### config.mk
export PLATFORM = sky130hd
export DESIGN_NAME = serial_addsub_flat
export DESIGN_NICKNAME = d
export VERILOG_FILES = /design/src/rtl/serial_arith_pkg.sv /design/src/rtl/serial_addsub_if.sv /design/src/rtl/serial_fa_slice.sv /design/src/rtl/serial_addsub.sv /design/src/flat_wrapper.sv
export SDC_FILE = /design/constraint.sdc
export NUM_CORES = 1
export LEC_CHECK = 0
export CAP_MARGIN = 20
export CORE_MARGIN = 2
export CORE_UTILIZATION = 40
export CTS_CLUSTER_DIAMETER = 150
export DETAILED_ROUTE_END_ITERATION = 8
export GPL_TIMING_DRIVEN = 0
export SLEW_MARGIN = 20
export SYNTH_ARGS = -nofsm -noshare
export SYNTH_HDL_FRONTEND = slang
export SYNTH_SLANG_ARGS = --single-unit
### constraint.sdc
create_clock -name clk -period 2.3 [get_ports clk]
set_clock_uncertainty 0.05 [all_clocks]
set_input_delay 0.23 -clock clk [delete_from_list [all_inputs] [get_ports clk]]
set_output_delay 0.23 -clock clk [all_outputs]
set_load 0.01 [all_outputs]
### src/rtl/serial_arith_pkg.sv
// Shared definitions for the serial arithmetic group: controller states
// and the add/subtract mode encoding.
package serial_arith_pkg;

    typedef enum logic [1:0] {
        IDLE = 2'd0,
        RUN  = 2'd1,
        DONE = 2'd2
    } state_e;

    localparam logic ADD = 1'b0;
    localparam logic SUB = 1'b1;

endpackage

### src/rtl/serial_addsub_if.sv
// Start/busy/done operand and result bundle for the bit-serial adder/subtractor.
interface serial_addsub_if #(
    parameter int WIDTH = 16
);
    logic             start;
    logic             sub;
    logic [WIDTH-1:0] A;
    logic [WIDTH-1:0] B;
    logic [WIDTH-1:0] sum;
    logic             cout;
    logic             ovf;
    logic             busy;
    logic             done;

    modport master (
        output start, sub, A, B,
        input  sum, cout, ovf, busy, done
    );

    modport slave (
        input  start, sub, A, B,
        output sum, cout, ovf, busy, done
    );

endinterface

### src/rtl/serial_fa_slice.sv
// Combinational BPC-bit ripple adder; c_msb exposes the carry into the top bit
// so the caller can derive signed overflow on the final slice.
module serial_fa_slice #(
    parameter int BPC = 1
) (
    input  logic [BPC-1:0] a,
    input  logic [BPC-1:0] b,
    input  logic           cin,
    output logic [BPC-1:0] s,
    output logic           cout,
    output logic           c_msb
);
    logic [BPC:0] chain;

    always_comb begin
        chain    = '0;
        s        = '0;
        chain[0] = cin;
        for (int i = 0; i < BPC; i++) begin
            s[i]       = a[i] ^ b[i] ^ chain[i];
            chain[i+1] = (a[i] & b[i]) | (chain[i] & (a[i] ^ b[i]));
        end
        cout  = chain[BPC];
        c_msb = chain[BPC-1];
    end

endmodule

### src/rtl/serial_addsub.sv
// Bit-serial adder/subtractor: BPC bits per clock, LSB first, over WIDTH/BPC
// cycles, with a start/busy/done handshake, carry-out and signed overflow.
module serial_addsub
    import serial_arith_pkg::*;
#(
    parameter int WIDTH = 16,
    parameter int BPC   = 1
) (
    input  logic           clk,
    input  logic           reset,
    serial_addsub_if.slave bus
);
    localparam int STEPS = WIDTH / BPC;
    localparam int CW    = (STEPS > 1) ? $clog2(STEPS) : 1;
    localparam int IW    = $clog2(WIDTH);
    localparam logic [CW-1:0] LAST = CW'(STEPS - 1);

    state_e           state_q, state_d;
    logic [CW-1:0]    count_q, count_d;
    logic             carry_q, carry_d;
    logic [WIDTH-1:0] a_q, a_d;
    logic [WIDTH-1:0] b_q, b_d;
    logic [WIDTH-1:0] sum_q, sum_d;
    logic             cout_q, cout_d;
    logic             ovf_q, ovf_d;

    logic [BPC-1:0]   slice_s;
    logic             slice_cout;
    logic             slice_c_msb;
    logic [IW-1:0]    base;

    serial_fa_slice #(.BPC(BPC)) u_slice (
        .a     (a_q[BPC-1:0]),
        .b     (b_q[BPC-1:0]),
        .cin   (carry_q),
        .s     (slice_s),
        .cout  (slice_cout),
        .c_msb (slice_c_msb)
    );

    assign base = IW'(int'(count_q) * BPC);

    // Subtraction is A + ~B + 1: B is inverted on capture and the carry seeded with 1.
    always_comb begin
        state_d = state_q;
        count_d = count_q;
        carry_d = carry_q;
        a_d     = a_q;
        b_d     = b_q;
        sum_d   = sum_q;
        cout_d  = cout_q;
        ovf_d   = ovf_q;
        case (state_q)
            IDLE, DONE: begin
                state_d = IDLE;
                if (bus.start) begin
                    state_d = RUN;
                    a_d     = bus.A;
                    b_d     = (bus.sub == SUB) ? ~bus.B : bus.B;
                    carry_d = (bus.sub == SUB);
                    count_d = '0;
                    sum_d   = '0;
                end
            end
            RUN: begin
                sum_d[base +: BPC] = slice_s;
                a_d     = a_q >> BPC;
                b_d     = b_q >> BPC;
                carry_d = slice_cout;
                count_d = count_q + 1'b1;
                if (count_q == LAST) begin
                    cout_d  = slice_cout;
                    ovf_d   = slice_c_msb ^ slice_cout;
                    state_d = DONE;
                end
            end
            default: state_d = IDLE;
        endcase
    end

    always_ff @(posedge clk) begin
        if (reset) begin
            state_q <= IDLE;
            count_q <= '0;
            carry_q <= 1'b0;
            a_q     <= '0;
            b_q     <= '0;
            sum_q   <= '0;
            cout_q  <= 1'b0;
            ovf_q   <= 1'b0;
        end else begin
            state_q <= state_d;
            count_q <= count_d;
            carry_q <= carry_d;
            a_q     <= a_d;
            b_q     <= b_d;
            sum_q   <= sum_d;
            cout_q  <= cout_d;
            ovf_q   <= ovf_d;
        end
    end

    assign bus.sum  = sum_q;
    assign bus.cout = cout_q;
    assign bus.ovf  = ovf_q;
    assign bus.busy = (state_q == RUN);
    assign bus.done = (state_q == DONE);

endmodule
### src/flat_wrapper.sv
// flat-port wrapper written by rule: the top's interface ports become plain ports
module serial_addsub_flat import serial_arith_pkg::*;
#(
    parameter int WIDTH = 16,
    parameter int BPC   = 1
)
  (clk, reset, bus_start, bus_sub, bus_A, bus_B, bus_sum, bus_cout, bus_ovf, bus_busy, bus_done);
  serial_addsub_if #(.WIDTH(WIDTH)) bus_i ();
  input  logic clk;
  input  logic reset;
  input wire logic [$bits(bus_i.start)-1:0] bus_start;
  input wire logic [$bits(bus_i.sub)-1:0] bus_sub;
  input wire logic [$bits(bus_i.A)-1:0] bus_A;
  input wire logic [$bits(bus_i.B)-1:0] bus_B;
  output wire logic [$bits(bus_i.sum)-1:0] bus_sum;
  output wire logic [$bits(bus_i.cout)-1:0] bus_cout;
  output wire logic [$bits(bus_i.ovf)-1:0] bus_ovf;
  output wire logic [$bits(bus_i.busy)-1:0] bus_busy;
  output wire logic [$bits(bus_i.done)-1:0] bus_done;
  assign bus_i.start = bus_start;
  assign bus_i.sub = bus_sub;
  assign bus_i.A = bus_A;
  assign bus_i.B = bus_B;
  assign bus_sum = bus_i.sum;
  assign bus_cout = bus_i.cout;
  assign bus_ovf = bus_i.ovf;
  assign bus_busy = bus_i.busy;
  assign bus_done = bus_i.done;
  serial_addsub #(.WIDTH(WIDTH), .BPC(BPC)) u_core (.clk(clk), .reset(reset), .bus(bus_i));
endmodule
==> metrics.yaml, run 1 <==
layout:
  nNetsFinal: 420
  layout-drive-gt1-share_pct: 8.85
  fin_area_um2: 3530
  stdcell_count: 461
  areaGrowthSynthToFinish_pct: 30.8
  num_antenna_cells: 0
sta:
  slew-limit-headroom_pct: 66.8
  slew_violations: 0
  final.setup.tns_ns: 0
  worst_slew_pin_slew_ns: 0.498
  post-route-period-util_pct: 92.2
  fmax_mhz: 471
  fin_crit_ns: 2.12
  rsz0062_at_grt: "no"
  hold_viol_final: 0
  setup_viol: 0
run_status:
  status: "complete, no violations"
worst_setup_path:
  startpoint_type: "register"
  worst-setup-path-type: "register to register"
  crit_path_end: "u_core.bus.sum[4]"
  ff2ff_path_depth: 7
  r2r_slack_ns: 0.18
  timing.rr.start: "u_core.count_q[1]"
  crit_fanout: 10
  worstPathRequired_ns: 2.45
  end_kind: "register"
  crit_start: "u_core.count_q[1]"
  r2r_end: "u_core.bus.sum[4]"
  crit_arrival_ns: 2.27
yosys:
  synth-async-reset-ratio_pct: 0
  synth.most_common_cell: "dfxtp_1"
  synth_area_um2: 2700
  synth.area.top_cells: "dfxtp_1, a22oi_1, a21oi_1, nand2_1, mux2i_1"
  synth_common_cells: "dfxtp_1, nand2_1, a21oi_1"
  synth_cells: 316
  synth_flop_cell: "dfxtp_1"
  yosysSeqAreaShare_pct: 42.3
  synth.distinct_cells: 40
  synth_edf_count: 0
  syn-num-nets: 357
  ys_warn_count: 0
  ys_ff_latch: 57
  yosysTopAreaCellShare_pct: 42.3
  synth_top_area_cell: "dfxtp_1"
  syn_avg_cell_area_um2: 8.54
power:
  switching_share_pct: 26.7
  internal_power_mw: 1.71
  p_leak_nw: 1.35
  powerDensity_nw_per_um2: 662
  p_switching_mw: 0.624
  power_frac_comb_pct: 14.2
  peakVddDrop_v: 0.000348
  p_seq_share_pct: 45.6
  pwr-share-clk_pct: 40.2
placement:
  port_buffers: 53
  dp.cells: 446
  place_hpwl_um: 4550
  gp_congestion: 0.821
  place_area_um2: 3330
floorplanning:
  ios: 56
  rows: 29
  die-area_um2: 7420
  die_x_um: 86.1
  die_h_um: 86.1
  core_area_um2: 6420
  start_util_pct: 42.0
global_routing:
  grt_max_degree: 16
  grt_pass1_wl_um: 10700
  overflow: 0
  grt_pass1_vias: 2260
  antenna_found_initial: 0
  track_usage_pct: 18.2
clock_tree:
  clkTransAtPathRegs_ns: 0.07
  clock_path_buffers: 2
  cts_buffers: 9
  cts_root_buffer: "clkbuf_8"
  cts.htree.levels: 3
  cts_tree: "yes"
  cts_sinks: 57
  clock_latency_ns: 0.33
min_path:
  hp-class: "primary input to register"
detailed_routing:
  viasPerCell: 5.27
  antenna_left: 0
  drc: 0
  wirelength_um: 6380
  drt_iter0_markers: 92
  num_vias: 2429
  wl_per_cell_um: 13.8
  dr.pass1.iters: 4
run:
  maxCapViolCount: 0
==> flip-flops by register name, summed over array words and instances, names as in the netlist <==
register / cells
u_core.count_q: 4
u_core.bus.ovf: 1
u_core.carry_q: 1
u_core.b_q: 16
u_core.a_q: 16
u_core.bus.cout: 1
u_core.state_q: 2
u_core.bus.sum: 16
==> power groups by stage <==
stage	combinational, mW	sequential (mW)	clock [mW]
global placement	0.328	1.09	0
global route	0.374	1.07	1.01
finish	0.332	1.07	0.939
CTS	0.331	1.07	0.953
floorplan	0.209	1.08	0
detailed placement	0.331	1.09	0
==> per-layer routing <==
metal  track usage (%)  routed length (um)  vias to the layer above
met1              23.3                2980                     1117
met4              5.77                  61                        0
li1                  -                   -                     1246
met2              29.7                3030                       59
met5                 0                   0                        -
met3              5.00                 311                        7
==> cells by family after synthesis <==
family	count (synthesis)	synth area share (%)
adders and majority gates	5	2.60
DFF	57	42.3
muxes	14	5.19
xor gates and xnor gates	17	5.52
AOI/OAI and AO/OA	94	22.1
and+or+nand+nor	100	17.5
buffers and inverters	29	4.82
==> placed cells by master, fill, tap and decap left out, drive strengths merged <==
master / instances
a211oi: 1
a21boi: 1
a21oi: 38
a22oi: 33
a32oi: 2
and3: 1
buf: 12
bufinv: 1
clkbuf: 23
clkdlybuf4s50: 53
clkinv: 2
clkinvlp: 3
dfxtp: 57
fa: 1
ha: 4
inv: 3
mux2i: 14
nand2: 48
nand2b: 5
nand3: 6
nand3b: 3
nand4: 3
nand4b: 1
nor2: 22
nor2b: 3
nor3: 3
nor4b: 1
o211ai: 3
o21ai: 8
o21bai: 1
o22a: 1
o22ai: 1
o31ai: 5
or2: 1
or3: 1
or3b: 1
or4: 1
xnor2: 1
xor2: 16
==> worst max-delay path: stages (launching register included) <==
cell and delay (ns):
dfxtp_1 0.39, buf_2 0.23, inv_1 0.10, ha_1 0.24
or2_2 0.33, o21ai_0 0.34, nand3_1 0.16, mux2i_1 0.14
==> stage by stage <==
step / setup WS (ns) / util, % / hold slack, ns / total power, mW
finish: 0.179 / 55.0 / 0.157 / 2.34
global route: 0.0464 / 55.0 / 0.176 / 2.46
CTS: 0.0620 / 54.8 / 0.153 / 2.35
detailed placement: 0.120 / 51.8 / 0.400 / 1.42
global placement: 0.131 / 51.8 / 0.394 / 1.41
floorplan: 0.458 / - / 0.341 / 1.29
==> worst min path at each step <==
stage / endpoint / startpoint / depth (start not counted) / slack, ns
after floorplan: u_core.a_q[15] / bus_A[15] / 2 / 0.34
after global placement: u_core.a_q[1] / u_core.a_q[1] / 2 / 0.39
after detailed placement: u_core.a_q[6] / u_core.a_q[6] / 2 / 0.40
after CTS: u_core.state_q[1] / reset / 2 / 0.15
after global routing: u_core.bus.ovf / reset / 2 / 0.18
final: u_core.state_q[1] / reset / 2 / 0.16
==> final cells by class <==
type	count	area [um^2]
Fill cell	624	2890
Multi-Input combinational cell	230	1440
Sequential cell	57	1140
Timing Repair Buffer	53	531
Clock buffer	11	141
Buffer	24	111
Tap cell	77	96.3
Clock inverter	5	55.1
Inverter	4	18.8
==> repair_timing <==
| action | in CTS | in global routing |
|---|---|---|
| resized for setup | 0 | 3 |
| setup buffers | 0 | 0 |
| hold buffers | 0 | 0 |
| setup endpoints to repair | 1 | 7 |
(Power assumes the default switching activity.)
==> run 2: changes to the inputs <==
- CORE_MARGIN: 2 -> unset
==> metrics.yaml, run 2 (synthesis results as in run 1) <==
run_status:
  status: "finished with violations"
  violations: "design-rule violations"
detailed_routing:
  wl_per_cell_um: 13.5  # -2.4%
  dr.pass1.iters: 6  # +2
  wirelength_um: 6230  # -2.4%
  viasPerCell: 5.34  # +1.3%
  drc: 2  # +2
  drt_iter0_markers: 136  # +48%
  antenna_left: 0  # unchanged
  num_vias: 2461  # +1.3%
floorplanning:
  ios: 56  # unchanged
  die-area_um2: 7080  # -4.6%
  die_h_um: 84.1  # -2.3%
  die_x_um: 84.1  # -2.3%
  start_util_pct: 42.0  # unchanged
  rows: 29  # unchanged
  core_area_um2: 6420  # unchanged
sta:
  fmax_mhz: 470  # -0.23%
  worst_slew_pin_slew_ns: 0.519  # +0.0213 ns
  hold_viol_final: 0  # unchanged
  setup_viol: 0  # unchanged
  slew-limit-headroom_pct: 65.4  # -1.4 points
  post-route-period-util_pct: 92.4  # +0.21 points
  setup_slack_ns: 0.174  # -0.00489 ns
  slew_violations: 0  # unchanged
  fin_crit_ns: 2.13  # +0.00489 ns
  final.setup.tns_ns: 0  # unchanged
  rsz0062_at_grt: "no"
placement:
  gp_congestion: 0.800  # -2.5%
  dp.cells: 446  # unchanged
  place_hpwl_um: 4480  # -1.6%
  pre_cts_slack_ns: 0.158  # +0.0386 ns
  port_buffers: 53  # unchanged
clock_tree:
  cts_tree: "yes"
  cts_root_buffer: "clkbuf_8"
  cts_hold_buf: 0  # unchanged
  cts_setup_buffers: 0  # unchanged
  clock_latency_ns: 0.34  # about the same
  cts_buffers: 9  # unchanged
  cts.htree.levels: 3  # unchanged
  cts_sinks: 57  # unchanged
  cts_resized: 0  # unchanged
  clkTransAtPathRegs_ns: 0.07  # about the same
  clock_path_buffers: 2  # unchanged
worst_setup_path:
  timing.rr.start: "u_core.count_q[1]"
  cpLargestDelayFamily: "buffers and inverters"
  r2r_slack_ns: 0.20  # +0.02 ns
  max_stage_delay_ns: 0.57  # +0.18 ns
  worstPathRequired_ns: 2.02  # -0.43 ns
  crit_fanout: 15  # +5
  ff2ff_path_depth: 7  # unchanged
  path_cells: "nand2b_2 > clkinvlp_4 > clkdlybuf4s50_1"
  r2r_end: "u_core.bus.sum[4]"
  startpoint_type: "register"
  end_kind: "primary output"
  worst-setup-path-type: "register to primary output"
  crit_arrival_ns: 1.85  # -0.42 ns
  slowest_stage: "clkdlybuf4s50_1"
  path_buf_inv: 2  # unchanged
layout:
  layout-drive-gt1-share_pct: 8.85  # unchanged
  num_antenna_cells: 0  # unchanged
  areaGrowthSynthToFinish_pct: 31.7
  nNetsFinal: 420  # unchanged
  final_cell_mix: "dfxtp_1, clkdlybuf4s50_1, nand2_1"
  layout_commonest_cell: "dfxtp_1"
  stdcell_count: 461  # unchanged
  fill_cells: 620  # -0.64%
global_routing:
  grt_max_degree: 16  # unchanged
  grt_pass1_wl_um: 10700  # +0.13%
  track_usage_pct: 19.0  # +0.82 points
  grt_pass1_vias: 2219  # -1.8%
  antenna_found_initial: 0  # unchanged
  overflow: 0  # unchanged
run:
  maxCapViolCount: 0  # unchanged
min_path:
  hp-start: "reset"
  hp-class: "primary input to register"
  hold_depth: 2  # unchanged
  min_to: "u_core.bus.ovf"
power:
  powerDensity_nw_per_um2: 685  # +3.5%
  p_leak_nw: 1.37  # +1.3%
  peakVddDrop_v: 0.000406  # +17%
## run 2: cell count changes in the layout (fill, tap and decap cells not counted)
cell and delta:
clkinvlp_4 -2, clkinv_4 +1, bufinv_16 +1
## run 2: cell type report
class | instances | area (um^2) | share of cell area, %
Sequential cell | 57 | 1140 | 32.1
Timing Repair Buffer | 53 | 531 | 14.9
Multi-Input combinational cell | 230 | 1440 | 40.4
Clock buffer | 11 | 141 | 3.98
Inverter | 4 | 18.8 | 0.528
Tap cell | 77 | 96.3 | 2.71
Buffer | 24 | 111 | 3.13
Clock inverter | 5 | 78.8 | 2.22
## run 2: worst register-to-register path: cells and delay by family, from the launching register on
kind | cells | cell delay [ns]
flip-flops | 1 | 0.38
adder cells (fa/ha/maj) | 1 | 0.24
buffers and inverters | 2 | 0.34
multiplexers | 1 | 0.14
AND/OR/NAND/NOR | 2 | 0.49
AO/OA/AOI/OAI | 1 | 0.34
## run 2: through the flow
| stage | util, % | hold slack [ns] | power [mW] | instance area [um^2] |
|---|---|---|---|---|
| 6_report | 55.3 | 0.141 | 2.43 | 3550 |
| 5_1_grt | 55.3 | 0.157 | 2.55 | 3550 |
| 4_1_cts | 55.2 | 0.130 | 2.46 | 3540 |
| 3_5_place_dp | 51.8 | 0.397 | 1.42 | 3330 |
| 3_3_place_gp | 51.8 | 0.394 | 1.41 | 3330 |
| 2_1_floorplan | - | 0.341 | 1.29 | 2700 |
## run 2: routing by layer
metal / wire, um / track usage [%] / vias to the layer above / share of wire, %
li1: - / - / 1252 / -
met1: 2850 / 24.4 / 1145 / 46
met2: 3050 / 31.7 / 59 / 49
met3: 275 / 5.70 / 5 / 4.4
met4: 51 / 4.23 / 0 / 0.82
met5: 0 / 0 / - / 0
## run 2: worst max-delay path by stage
stage                     slack [ns]  depth (start not counted)               from                 end
after floorplan                 0.46                          7  u_core.count_q[1]  u_core.bus.sum[11]
after global placement          0.14                          7  u_core.count_q[1]   u_core.bus.sum[8]
after detailed placement        0.16                          7  u_core.count_q[1]   u_core.bus.sum[8]
after CTS                       0.06                          3  u_core.state_q[1]            bus_busy
after global routing            0.03                          7  u_core.count_q[1]   u_core.bus.sum[4]
final                           0.17                          3  u_core.state_q[1]            bus_busy
## run 2: where the power goes
part           switching, mW  leakage [nW]  total, mW  internal [mW]
clock network          0.398         0.113       1.04          0.638
logic                  0.182         0.793      0.331          0.150
registers             0.0302         0.465       1.07           1.04
==> run 3: changes to the inputs <==
- CAP_MARGIN: 20 -> unset
- clock period: 2.3 -> 2.55 ns (I/O delays scaled with it)
==> metrics.yaml, run 3 (synthesis results as in run 1) <==
placement:
  dp.cells: 446  # unchanged
  port_buffers: 53  # unchanged
  pre_cts_slack_ns: 0.408  # +0.250 ns
  place_area_um2: 3330  # unchanged
  gp_congestion: 0.800  # unchanged
  place_hpwl_um: 4480  # unchanged
power:
  peakVddDrop_v: 0.000366  # -10%
  power_mw: 2.19  # -10%
  powerDensity_nw_per_um2: 618  # -9.8%
  p_leak_nw: 1.37  # about the same
worst_setup_path:
  crit_arrival_ns: 1.94  # +0.09 ns
  worst-setup-path-type: "register to primary output"
  crit_fanout: 15  # unchanged
  worstPathRequired_ns: 2.25  # +0.23 ns
  end_kind: "primary output"
  startpoint_type: "register"
min_path:
  hp-class: "primary input to register"
clock_tree:
  cts_sinks: 57  # unchanged
  cts_buffers: 9  # unchanged
  clock_path_buffers: 2  # unchanged
  cts_setup_buffers: 0  # unchanged
  cts.htree.levels: 3  # unchanged
  cts_tree: "yes"
  cts_root_buffer: "clkbuf_8"
  clkTransAtPathRegs_ns: 0.07  # about the same
  clock_latency_ns: 0.33  # about the same
sta:
  worst_slew_pin_slew_ns: 0.513  # -0.00643 ns
  hold_slack_ns: 0.173  # +0.0324 ns
  fin_crit_ns: 2.24
  hold_viol_final: 0  # unchanged
  fmax_mhz: 446
  slew-limit-headroom_pct: 65.7  # +0.34 points
  slew_violations: 0  # unchanged
  final.setup.tns_ns: 0  # unchanged
  rsz0062_at_grt: "no"
  setup_slack_ns: 0.306  # +0.132 ns
  post-route-period-util_pct: 88.0
  setup_viol: 0  # unchanged
floorplanning:
  rows: 29  # unchanged
  die-area_um2: 7080  # unchanged
  ios: 56  # unchanged
  die_x_um: 84.1  # unchanged
  core_area_um2: 6420  # unchanged
  start_util_pct: 42.0  # unchanged
  die_h_um: 84.1  # unchanged
detailed_routing:
  antenna_left: 0  # unchanged
  drc: 2  # unchanged
  dr.pass1.iters: 6  # unchanged
  viasPerCell: 5.30  # -0.77%
  wirelength_um: 6200  # -0.39%
  drt_iter0_markers: 120  # -12%
  num_vias: 2442  # -0.77%
  wl_per_cell_um: 13.5  # -0.39%
global_routing:
  grt_pass1_vias: 2220  # +0.045%
  antenna_found_initial: 0  # unchanged
  overflow: 0  # unchanged
  grt_pass1_wl_um: 10700  # +0.12%
  grt_max_degree: 11  # -5
  track_usage_pct: 19.0  # +0.021 points
layout:
  final_cell_mix: "dfxtp_1, clkdlybuf4s50_1, nand2_1"
  nNetsFinal: 420  # unchanged
  final_core_util_pct: 55.2  # -0.19 points
  fin_area_um2: 3540  # -0.35%
  areaGrowthSynthToFinish_pct: 31.2
  num_antenna_cells: 0  # unchanged
  layout_commonest_cell: "dfxtp_1"
  layout-drive-gt1-share_pct: 8.59  # -0.26 points
  fill_cells: 623  # +0.48%
  stdcell_count: 461  # unchanged
run:
  maxCapViolCount: 0  # unchanged
run_status:
  status: "finished with violations"
  violations: "design-rule violations"
-- run 3: cell count changes in the layout (fill, tap and decap cells not counted), sizes merged --
cell	previous run	this run
clkinv	3	4
clkinvlp	1	0
-- run 3: power breakdown --
group | switching [mW] | total, mW | internal (mW) | leakage, nW
logic | 0.162 | 0.295 | 0.133 | 0.792
registers | 0.0268 | 0.961 | 0.934 | 0.465
clock network | 0.356 | 0.931 | 0.575 | 0.113
-- run 3: final cells by class --
type	count	area (um^2)	area share [%]
Clock buffer	11	141	3.99
Timing Repair Buffer	53	531	15.0
Buffer	24	111	3.14
Multi-Input combinational cell	230	1430	40.3
Clock inverter	5	78.8	2.23
Sequential cell	57	1140	32.2
Inverter	4	15.0	0.424
Tap cell	77	96.3	2.72
-- run 3: path summary, 6_finish.rpt --
check / slack [ns] / endpoint / cells after the start / startpoint
setup / recovery: 0.31 / bus_busy / 3 / u_core.state_q[1]
hold reg to reg: 0.41 / u_core.a_q[6] / 2 / u_core.a_q[6]
setup reg to reg: 0.38 / u_core.bus.sum[8] / 7 / u_core.count_q[1]
hold / removal: 0.17 / u_core.bus.ovf / 2 / reset
-- run 3: timing repair --
| item | CTS | global route |
|---|---|---|
| endpoints found under the hold margin | 0 | 0 |
| hold buffers | 0 | 0 |
| resized for setup | 0 | 0 |
| setup endpoints to repair | 0 | 1 |
-- run 3: critical path, stage by stage (launching register included) --
cell and delay (ns):
dfxtp_1 0.40, nand2b_2 0.21, clkinv_1 0.38, clkdlybuf4s50_1 0.61
-- run 3: routing by layer --
layer / up-vias / GRT usage, % / wire length, um
met3: 4 / 5.70 / 254
met5: - / 0 / 0
met2: 55 / 31.6 / 3030
li1: 1249 / - / -
met4: 0 / 4.23 / 22
met1: 1134 / 24.5 / 2890
